[config.mk]
export PLATFORM = sky130hd
export DESIGN_NAME = id_ex_stage
export DESIGN_NICKNAME = d
export VERILOG_FILES = /design/src/rtl/id_ex_stage.sv
export SDC_FILE = /design/constraint.sdc
export NUM_CORES = 1
export LEC_CHECK = 0
export CAP_MARGIN = 20
export CORE_MARGIN = 3
export CORE_UTILIZATION = 30
export CTS_BUF_LIST = sky130_fd_sc_hd__clkbuf_4
export DETAILED_ROUTE_END_ITERATION = 10
export MAX_ROUTING_LAYER = met4
export SYNTH_ARGS = -nofsm -noshare
export SYNTH_HDL_FRONTEND = slang
export SYNTH_SLANG_ARGS = --single-unit
[constraint.sdc]
create_clock -name clk -period 6.85 [get_ports clk]
set_input_delay 0.685 -clock clk [delete_from_list [all_inputs] [get_ports clk]]
set_output_delay 0.685 -clock clk [all_outputs]
set_load 0.05 [all_outputs]
[src/rtl/id_ex_stage.sv]
// id_ex_stage: ID/EX pipeline register with stall/flush and M/W operand forwarding feeding the ALU.
// Build option: define IDEX_SLL_EN to drive shamt from instr_E[10:6]; otherwise shamt is tied to 0.
`default_nettype none

module id_ex_stage #(
  parameter logic [31:0] RESET_PC = 32'h0000_3000
) (
  input  logic        clk,
  input  logic        reset,
  input  logic        en,
  input  logic        flush,
  input  logic [31:0] instr_D,
  input  logic [31:0] pc_D,
  input  logic [31:0] rs_data_D,
  input  logic [31:0] rt_data_D,
  input  logic [31:0] ext_imm_D,
  input  logic [2:0]  alu_op_D,
  input  logic        srcb_imm_D,
  input  logic        reg_we_D,
  input  logic [4:0]  wa_D,
  input  logic        mem_we_D,
  input  logic        mem_to_reg_D,
  input  logic [1:0]  tnew_D,
  input  logic [4:0]  wa_M,
  input  logic        we_M,
  input  logic [1:0]  tnew_M,
  input  logic [31:0] wd_M,
  input  logic [4:0]  wa_W,
  input  logic        we_W,
  input  logic [31:0] wd_W,
  output logic [31:0] SrcA,
  output logic [31:0] SrcB,
  output logic [4:0]  shamt,
  output logic [2:0]  ALUOp,
  output logic [31:0] rt_fwd_E,
  output logic [31:0] pc_E,
  output logic [31:0] instr_E,
  output logic        reg_we_E,
  output logic [4:0]  wa_E,
  output logic        mem_we_E,
  output logic        mem_to_reg_E,
  output logic [1:0]  tnew_E
);

  logic [31:0] rs_data_E;
  logic [31:0] rt_data_E;
  logic [31:0] ext_imm_E;
  logic        srcb_imm_E;
  logic [4:0]  rs_E;
  logic [4:0]  rt_E;

  // A flush loads the same bubble as reset: sll $0,$0,0 with no side effects.
  always_ff @(posedge clk or posedge reset) begin
    if (reset) begin
      pc_E         <= RESET_PC;
      instr_E      <= 32'd0;
      rs_data_E    <= 32'd0;
      rt_data_E    <= 32'd0;
      ext_imm_E    <= 32'd0;
      srcb_imm_E   <= 1'b0;
      ALUOp        <= 3'd0;
      reg_we_E     <= 1'b0;
      wa_E         <= 5'd0;
      mem_we_E     <= 1'b0;
      mem_to_reg_E <= 1'b0;
      tnew_E       <= 2'd0;
    end else if (flush) begin
      pc_E         <= RESET_PC;
      instr_E      <= 32'd0;
      rs_data_E    <= 32'd0;
      rt_data_E    <= 32'd0;
      ext_imm_E    <= 32'd0;
      srcb_imm_E   <= 1'b0;
      ALUOp        <= 3'd0;
      reg_we_E     <= 1'b0;
      wa_E         <= 5'd0;
      mem_we_E     <= 1'b0;
      mem_to_reg_E <= 1'b0;
      tnew_E       <= 2'd0;
    end else if (en) begin
      pc_E         <= pc_D;
      instr_E      <= instr_D;
      rs_data_E    <= rs_data_D;
      rt_data_E    <= rt_data_D;
      ext_imm_E    <= ext_imm_D;
      srcb_imm_E   <= srcb_imm_D;
      ALUOp        <= alu_op_D;
      reg_we_E     <= reg_we_D;
      wa_E         <= wa_D;
      mem_we_E     <= mem_we_D;
      mem_to_reg_E <= mem_to_reg_D;
      tnew_E       <= tnew_D;
    end
  end

  assign rs_E = instr_E[25:21];
  assign rt_E = instr_E[20:16];

  // M wins over W; $0 is never forwarded, and M only when its result is ready.
  always_comb begin
    SrcA = rs_data_E;
    if (we_M && (wa_M == rs_E) && (rs_E != 5'd0) && (tnew_M == 2'd0))
      SrcA = wd_M;
    else if (we_W && (wa_W == rs_E) && (rs_E != 5'd0))
      SrcA = wd_W;
  end

  always_comb begin
    rt_fwd_E = rt_data_E;
    if (we_M && (wa_M == rt_E) && (rt_E != 5'd0) && (tnew_M == 2'd0))
      rt_fwd_E = wd_M;
    else if (we_W && (wa_W == rt_E) && (rt_E != 5'd0))
      rt_fwd_E = wd_W;
  end

  assign SrcB = srcb_imm_E ? ext_imm_E : rt_fwd_E;

`ifdef IDEX_SLL_EN
  assign shamt = instr_E[10:6];
`else
  assign shamt = 5'd0;
`endif

endmodule

`default_nettype wire

==> qor.txt, run 1 <==
===============================================================================================
Post-route DRC                                                                                0
Starting Density                                                                         0.3052
Result of the run                                                                  finished, final reports clean
Count of filler cells inserted in the layout                                               3000
Multi-input gate area in the final layout                                          0.004676 sq mm
Highest-delay cell along the critical path                                         sky130_fd_sc_hd__clkdlybuf4s50_1
TritonRoute pass-1 iters                                                                      6
Total of endpoints with negative setup slack in the final report                              0
Count of mapped cells out of synthesis                                                      938
Slack of the worst reg-to-reg path                                                      5.46 ns
Clock tree from TritonCTS                                                                 built
Number of vias per cell after detailed routing                                            4.958
Syn_area_per_cell                                                                   9.979 sq um
First DRT Iteration DRCs                                                                    420
Max H-tree Level                                                                              4
Last element of the critical path                                                      SrcB[30]
Post-synthesis sequential area ratio                                                     0.4654
R2R cell count                                                                                2
Area delta synth->final                                                                  52.45%
Top cell family by delay on the critical path                                      buffers and inverters
Crit Path Class                                                                      reg -> out
Leakage component of the power                                                         6.169 nW
Clock buffers created by TritonCTS                                                           17
Number of buffers added on ports                                                            428
Most common library cell in the layout ignoring fill and taps                      sky130_fd_sc_hd__clkdlybuf4s50_1
Setup tns final                                                                            0 ns
Synth warn                                                                                    0
RSZ-0062 raised after global routing                                                         no
Worst slew pin tran                                                                    1.080 ns
Area enclosed by the die boundary                                                  0.03336 sq mm
Detail Route Antenna Nets                                                                     0
Most frequent cell on the critical path                                            sky130_fd_sc_hd__buf_4
Critical path origin                                                               instr_E[17]$_DFFE_PP0P_
Share of post-route cells with drive strength above 1                                   0.06847
Overall overflow remaining after global route                                                 0
Total track usage                                                                        0.2238
Gates resized, CTS repair                                                                     0
Flip-flop and latch area                                                           0.004358 sq mm
Fraction of the cycle the final worst path needs                                         0.7220
Shortest clock period the worst path allows after layout                               4.946 ns
Row count                                                                                    64
Post-Place Worst Slack                                                                 2.191 ns
Clock input transition at the sequential cells of the worst setup and hold paths        0.20 ns
Clock tree buffer depth                                                                       2
Root Driver                                                                        sky130_fd_sc_hd__clkbuf_4
Global-route wire length before repair                                                 55850 um
Relative max-transition margin                                                           0.2799
Average wire per standard cell                                                         21.42 um
Number of antenna violations at the first check in global routing                             1
Cell area after technology mapping                                                 0.009360 sq mm
Latest clock arrival within the worst-skew pair                                         0.56 ns
Power Dens Cells                                                                   184.0 mW/mm^2
Maximum fanout encountered on the critical timing path                                       33
Critical path capture point type                                                   primary output
Worst vdd ir                                                                         0.09132 mV
Worst hold path stage count                                                                   2
Die width                                                                              182.6 um
Pins over their slew limit                                                                    0
Buffer and inverter count on the worst path                                                   3
Total Nets Final                                                                           1572
Startpoint of the worst-slack reg-to-reg timing path                               srcb_imm_E$_DFFE_PP0P_
Cells along the critical path                                                      or4_4 -> o211ai_4 -> buf_4 -> or2_1 -> buf_4 -> a31oi_1 -> mux2_2 -> clkdlybuf4s50_1
Number of max-capacitance violations reported                                                 0
Die outline height                                                                     182.6 um
Estimated wirelength of the detail-placed design                                       26270 um
Required arrival time at the worst endpoint                                             6.16 ns
Synth unique cells                                                                           30
Count of vias placed by the detailed router                                                8558
Final setup skew                                                                           0 ns
# hold bufs at CTS                                                                            0
Total count of hold-check failures in the final report                                        0
Placeable core area                                                                0.03067 sq mm
Fmax                                                                                 0.2022 GHz
Fin util                                                                                 0.4653
Largest net degree at the start of global routing                                            99
Tightest Hold Check Type                                                             reg -> reg
Post-CTS setup repair buffer count                                                            0
Startpoint type of the worst setup path                                                register
Critical path arrival                                                                   4.26 ns
Worst-case hold slack                                                                 0.5391 ns
Worst path max stage delay                                                              0.73 ns
Number of ports placed on the die boundary                                                  434
Worst reg2reg path endpoint                                                        srcb_imm_E$_DFFE_PP0P_
Final critical-path setup slack                                                        1.904 ns
Most frequent cells in the layout                                                  sky130_fd_sc_hd__clkdlybuf4s50_1 (426), sky130_fd_sc_hd__mux2i_1 (204), sky130_fd_sc_hd__nor2_1 (173)
CTS sink count                                                                              174
Final GP Congestion                                                                      0.8740
Critical Path Stages                                                                          8
Number of global-route vias before repair                                                  9076
Yosys reg bits                                                                              174
Total routed wirelength                                                                36970 um
===============================================================================================
[worst reg2reg max path: stages, from the launching register on]
cell and delay, ns:
sky130_fd_sc_hd__dfrtp_2 1.06, sky130_fd_sc_hd__mux2i_1 0.16, sky130_fd_sc_hd__nor2_1 0.12
[per-stage QoR]
step,total power (W),cell area (sq um),std cells
after global placement,0.002000,13960,1692
after CTS,0.002661,14240,1724
after floorplan,0.001626,9375,942
final,0.002626,14270,1726
after global routing,0.002754,14270,1726
after detailed placement,0.002006,13960,1692
[state kept, by name, indices dropped and copies added, names as in the netlist, 2 cells and up]
signal	flops
ALUOp	3
ext_imm_E	32
instr_E	32
pc_E	32
rs_data_E	32
rt_data_E	32
tnew_E	2
wa_E	5
[layout make-up]
type                    count  area share
multi-input cells         677      0.3277
repair buffers            445      0.3119
flip-flops and latches    174      0.3054
well taps                 396     0.03472
clock inverters            15     0.01061
clock buffers              17    0.008943
inverters                   1   0.0006138
diodes                      1   0.0001754
[cells by family (layout without fill, tap and decap cells)]
group / Yosys count / in the layout / synth area share
xor+xnor: 20 / 20 / 0.01871
other cells: 1 / 6 / 0.0004006
simple gates: 317 / 317 / 0.1504
compound gates: 99 / 99 / 0.06737
mux: 236 / 236 / 0.2567
flops: 174 / 174 / 0.4654
buf+inv: 91 / 478 / 0.04104
[worst min-delay path by stage]
stage	endpoint	slack (ns)	startpoint
after floorplan	ext_imm_E[0]$_DFFE_PP0P_	0.48	ext_imm_E[0]$_DFFE_PP0P_
after global placement	pc_E[14]$_DFFE_PP0P_	0.50	pc_E[14]$_DFFE_PP0P_
after detailed placement	ext_imm_E[3]$_DFFE_PP0P_	0.51	ext_imm_E[3]$_DFFE_PP0P_
after CTS	instr_E[28]$_DFFE_PP0P_	0.51	flush
after global routing	instr_E[27]$_DFFE_PP0P_	0.52	flush
final	ext_imm_E[1]$_DFFE_PP0P_	0.54	ext_imm_E[1]$_DFFE_PP0P_
[power by group]
group	switching [W]	leakage, nW	internal (W)	total, W
clock network	0.000446	0.151	0.000196	0.000642
registers	0.0000469	2.30	0.00109	0.00113
logic	0.000500	3.72	0.000352	0.000852
[layer usage]
metal | vias up | share of wire | GRT usage
met5 | - | 0 | -
met2 | 375 | 0.48 | 0.3638
met1 | 4088 | 0.42 | 0.2756
met3 | 43 | 0.082 | 0.05820
li1 | 4052 | - | -
met4 | 0 | 0.024 | 0.06459
[synth_stat cells]
cell,count,share of area
sky130_fd_sc_hd__a211o_1,2,0.0019
sky130_fd_sc_hd__a31oi_1,32,0.021
sky130_fd_sc_hd__and3_1,32,0.021
sky130_fd_sc_hd__and4_1,1,0.00094
sky130_fd_sc_hd__buf_1,14,0.0056
sky130_fd_sc_hd__buf_2,10,0.0053
sky130_fd_sc_hd__buf_4,8,0.0064
sky130_fd_sc_hd__clkbuf_1,58,0.023
sky130_fd_sc_hd__conb_1,1,0.00040
sky130_fd_sc_hd__dfrtp_1,172,0.46
sky130_fd_sc_hd__dfstp_2,2,0.0056
sky130_fd_sc_hd__inv_1,1,0.00040
sky130_fd_sc_hd__mux2_2,32,0.038
sky130_fd_sc_hd__mux2i_1,204,0.22
sky130_fd_sc_hd__nand2_1,33,0.013
sky130_fd_sc_hd__nand3_1,32,0.017
sky130_fd_sc_hd__nand4_1,4,0.0027
sky130_fd_sc_hd__nor2_1,174,0.070
sky130_fd_sc_hd__nor2b_1,2,0.0013
sky130_fd_sc_hd__nor3_1,32,0.017
sky130_fd_sc_hd__nor3b_1,1,0.00080
sky130_fd_sc_hd__nor4_2,2,0.0027
sky130_fd_sc_hd__o211ai_2,1,0.0013
sky130_fd_sc_hd__o21ai_0,32,0.017
sky130_fd_sc_hd__o31ai_1,32,0.026
sky130_fd_sc_hd__or2_1,2,0.0013
sky130_fd_sc_hd__or4_1,1,0.00080
sky130_fd_sc_hd__or4_4,1,0.0012
sky130_fd_sc_hd__xnor2_1,16,0.015
sky130_fd_sc_hd__xor2_1,4,0.0037
(Power assumes the default switching activity.)
==> run 2, diff against run 1 <==
==> constraint.sdc (replaced) <==
create_clock -name clk -period 4.51 [get_ports clk]
set_input_delay 0.451 -clock clk [delete_from_list [all_inputs] [get_ports clk]]
set_output_delay 0.451 -clock clk [all_outputs]
set_load 0.05 [all_outputs]
==> run 2 against run 1 <==
Effect of this change:
- first-iteration DRC count rose by 13%
- clock-buffer cell count grew 1
- clock power is 36% higher
- via count about the same
- combinational power rose by 57%
- die area is the same
- setup slack lost 1.4 ns
- hold slack got worse by 0.18 ns
- register-to-register slack got worse by 2.4 ns
- largest cell class unchanged
- largest power group unchanged
==> qor.txt, run 2 (synthesized netlist as in run 1, its figures left out) <==
===============================================================================================
Result of the run                                                                  finished, final reports clean
Reg power frac                                                                            0.437
Latest clock arrival within the worst-skew pair                                         0.56 ns
Estimated wirelength of the detail-placed design                                       26910 um
Average wire per standard cell                                                         21.76 um
Post-route DRC                                                                                0
Relative max-transition margin                                                           0.2937
Total routed wirelength                                                                37710 um
Worst slew pin tran                                                                    1.059 ns
TritonRoute pass-1 iters                                                                      7
Crit Path Class                                                                      reg -> out
Highest-delay cell along the critical path                                         sky130_fd_sc_hd__or2_1
Clock buffers created by TritonCTS                                                           17
Overall overflow remaining after global route                                                 0
First DRT Iteration DRCs                                                                    473
Final GP Congestion                                                                      0.7855
Most common library cell in the layout ignoring fill and taps                      sky130_fd_sc_hd__clkdlybuf4s50_1
RSZ-0062 raised after global routing                                                         no
Power Dens Cells                                                                   272.0 mW/mm^2
Top cell family by delay on the critical path                                      simple AND/OR/NAND/NOR gates
Tightest Hold Check Type                                                            in -> async
CTS sink count                                                                              174
Net switching power of the design                                                    0.001483 W
Number of ports placed on the die boundary                                                  434
Power, Total                                                                         0.003927 W
Cell internal pwr                                                                    0.002444 W
Detail Route Antenna Nets                                                                     0
Area delta synth->final                                                                  54.24%
Clock tree buffer depth                                                                       2
Row count                                                                                    64
Number of vias per cell after detailed routing                                            4.942
Total of endpoints with negative setup slack in the final report                              0
Switching share of total power                                                           0.3777
Number of max-capacitance violations reported                                                 0
Area enclosed by the die boundary                                                  0.03336 sq mm
Most frequent cells in the layout                                                  sky130_fd_sc_hd__clkdlybuf4s50_1 (330), sky130_fd_sc_hd__mux2i_1 (204), sky130_fd_sc_hd__nor2_1 (173)
Final critical-path setup slack                                                       0.5144 ns
Maximum fanout encountered on the critical timing path                                       20
Largest net degree at the start of global routing                                           101
Count of filler cells inserted in the layout                                               2942
Max H-tree Level                                                                              4
Share of post-route cells with drive strength above 1                                    0.1433
Die width                                                                              182.6 um
Number of global-route vias before repair                                                  8987
Post-Place Worst Slack                                                                 1.046 ns
Worst path max stage delay                                                              0.73 ns
Starting Density                                                                         0.3052
Total track usage                                                                        0.2287
Power share of the clock group                                                            0.222
Fraction of the cycle the final worst path needs                                         0.8859
Setup tns final                                                                            0 ns
Critical path capture point type                                                   primary output
Global-route wire length before repair                                                 56750 um
Number of antenna violations at the first check in global routing                             4
Total Nets Final                                                                           1576
Final setup skew                                                                           0 ns
Die outline height                                                                     182.6 um
Clock tree from TritonCTS                                                                 built
Leakage component of the power                                                         6.425 nW
Shortest clock period the worst path allows after layout                               3.996 ns
Cells along the critical path                                                      or4_4 -> o211ai_4 -> or2_1 -> buf_4 -> a31oi_1 -> mux2_2 -> buf_4
Pins over their slew limit                                                                    0
Worst vdd ir                                                                          0.2021 mV
Required arrival time at the worst endpoint                                             4.06 ns
Gates resized, CTS repair                                                                     0
Placeable core area                                                                0.03067 sq mm
Post-CTS setup repair buffer count                                                            0
Count of vias placed by the detailed router                                                8565
Number of buffers added on ports                                                            428
Logic pwr share                                                                           0.341
Critical path arrival                                                                   3.54 ns
Root Driver                                                                        sky130_fd_sc_hd__clkbuf_4
Most frequent cell on the critical path                                            sky130_fd_sc_hd__buf_4
Fmax                                                                                 0.2503 GHz
Total count of hold-check failures in the final report                                        0
# hold bufs at CTS                                                                            0
Startpoint type of the worst setup path                                                register
Clock input transition at the sequential cells of the worst setup and hold paths        0.17 ns
Buffer and inverter count on the worst path                                                   2
===============================================================================================
==> run 2: cell types whose count changed in the layout (fill, tap and decap cells not counted), moves of 2 or more <==
cell and delta:
sky130_fd_sc_hd__clkinvlp_4 +4, sky130_fd_sc_hd__buf_4 +67, sky130_fd_sc_hd__buf_12 +34, sky130_fd_sc_hd__diode_2 +3, sky130_fd_sc_hd__inv_6 -2, sky130_fd_sc_hd__clkdlybuf4s50_1 -96
sky130_fd_sc_hd__inv_8 -3
==> run 2: metrics by stage <==
| step | instance area (sq um) | util | instances | hold slack, ns |
|---|---|---|---|---|
| 5_1_grt | 14440 | 0.4707 | 1733 | 0.3129 |
| 2_1_floorplan | 9379 | - | 942 | 0.4804 |
| 3_3_place_gp | 14180 | 0.4624 | 1697 | 0.4954 |
| 3_5_place_dp | 14180 | 0.4624 | 1697 | 0.5046 |
| 4_1_cts | 14430 | 0.4704 | 1729 | 0.3158 |
| 6_report | 14440 | 0.4707 | 1733 | 0.3546 |
==> run 2: layer usage <==
layer | track usage | vias up | part of all wire
li1 | - | 4048 | -
met1 | 0.2747 | 4131 | 0.41
met2 | 0.3803 | 350 | 0.49
met3 | 0.06558 | 36 | 0.080
met4 | 0.05606 | 0 | 0.018
met5 | - | - | 0
==> run 2: worst paths after layout <==
check / startpoint / to / slack (ns) / cells past startpoint
max: instr_E[17]$_DFFE_PP0P_ / SrcB[14] / 0.51 / 7
min: reset / pc_E[7]$_DFFE_PP0P_ / 0.35 / 3
max reg2reg: srcb_imm_E$_DFFE_PP0P_ / srcb_imm_E$_DFFE_PP0P_ / 3.11 / 2
min reg2reg: ext_imm_E[17]$_DFFE_PP0P_ / ext_imm_E[17]$_DFFE_PP0P_ / 0.54 / 2
max in group asynchronous: reset / rt_data_E[3]$_DFFE_PP0P_ / 3.62 / 3
min in group clk: flush / instr_E[10]$_DFFE_PP0P_ / 0.37 / 2
==> run 2: worst register-to-register path, delay by kind of cell, from the launching register on <==
family,cells,cell delay [ns]
simple gates,1,0.12
flops,1,1.06
mux,1,0.15
==> run 2: final cells by class <==
cell class	instances	area, sq um	share of cell area
clock inverter	14	110.1	0.007626
multi-input combinational	677	4676	0.3239
clock buffer	18	135.1	0.009360
timing repair buffer	449	4646	0.3218
inverter	1	7.507	0.0005200
tap	396	495.5	0.03432
antenna	4	10.01	0.0006933
sequential	174	4358	0.3018
==> run 2: power by group through the flow <==
stage / registers [W] / clock network, W / logic (W)
after CTS: 0.00172 / 0.000924 / 0.00135
after floorplan: 0.00186 / 0 / 0.000611
after global routing: 0.00173 / 0.000978 / 0.00142
after global placement: 0.00175 / 0 / 0.00134
after detailed placement: 0.00175 / 0 / 0.00135
final: 0.00172 / 0.000871 / 0.00134
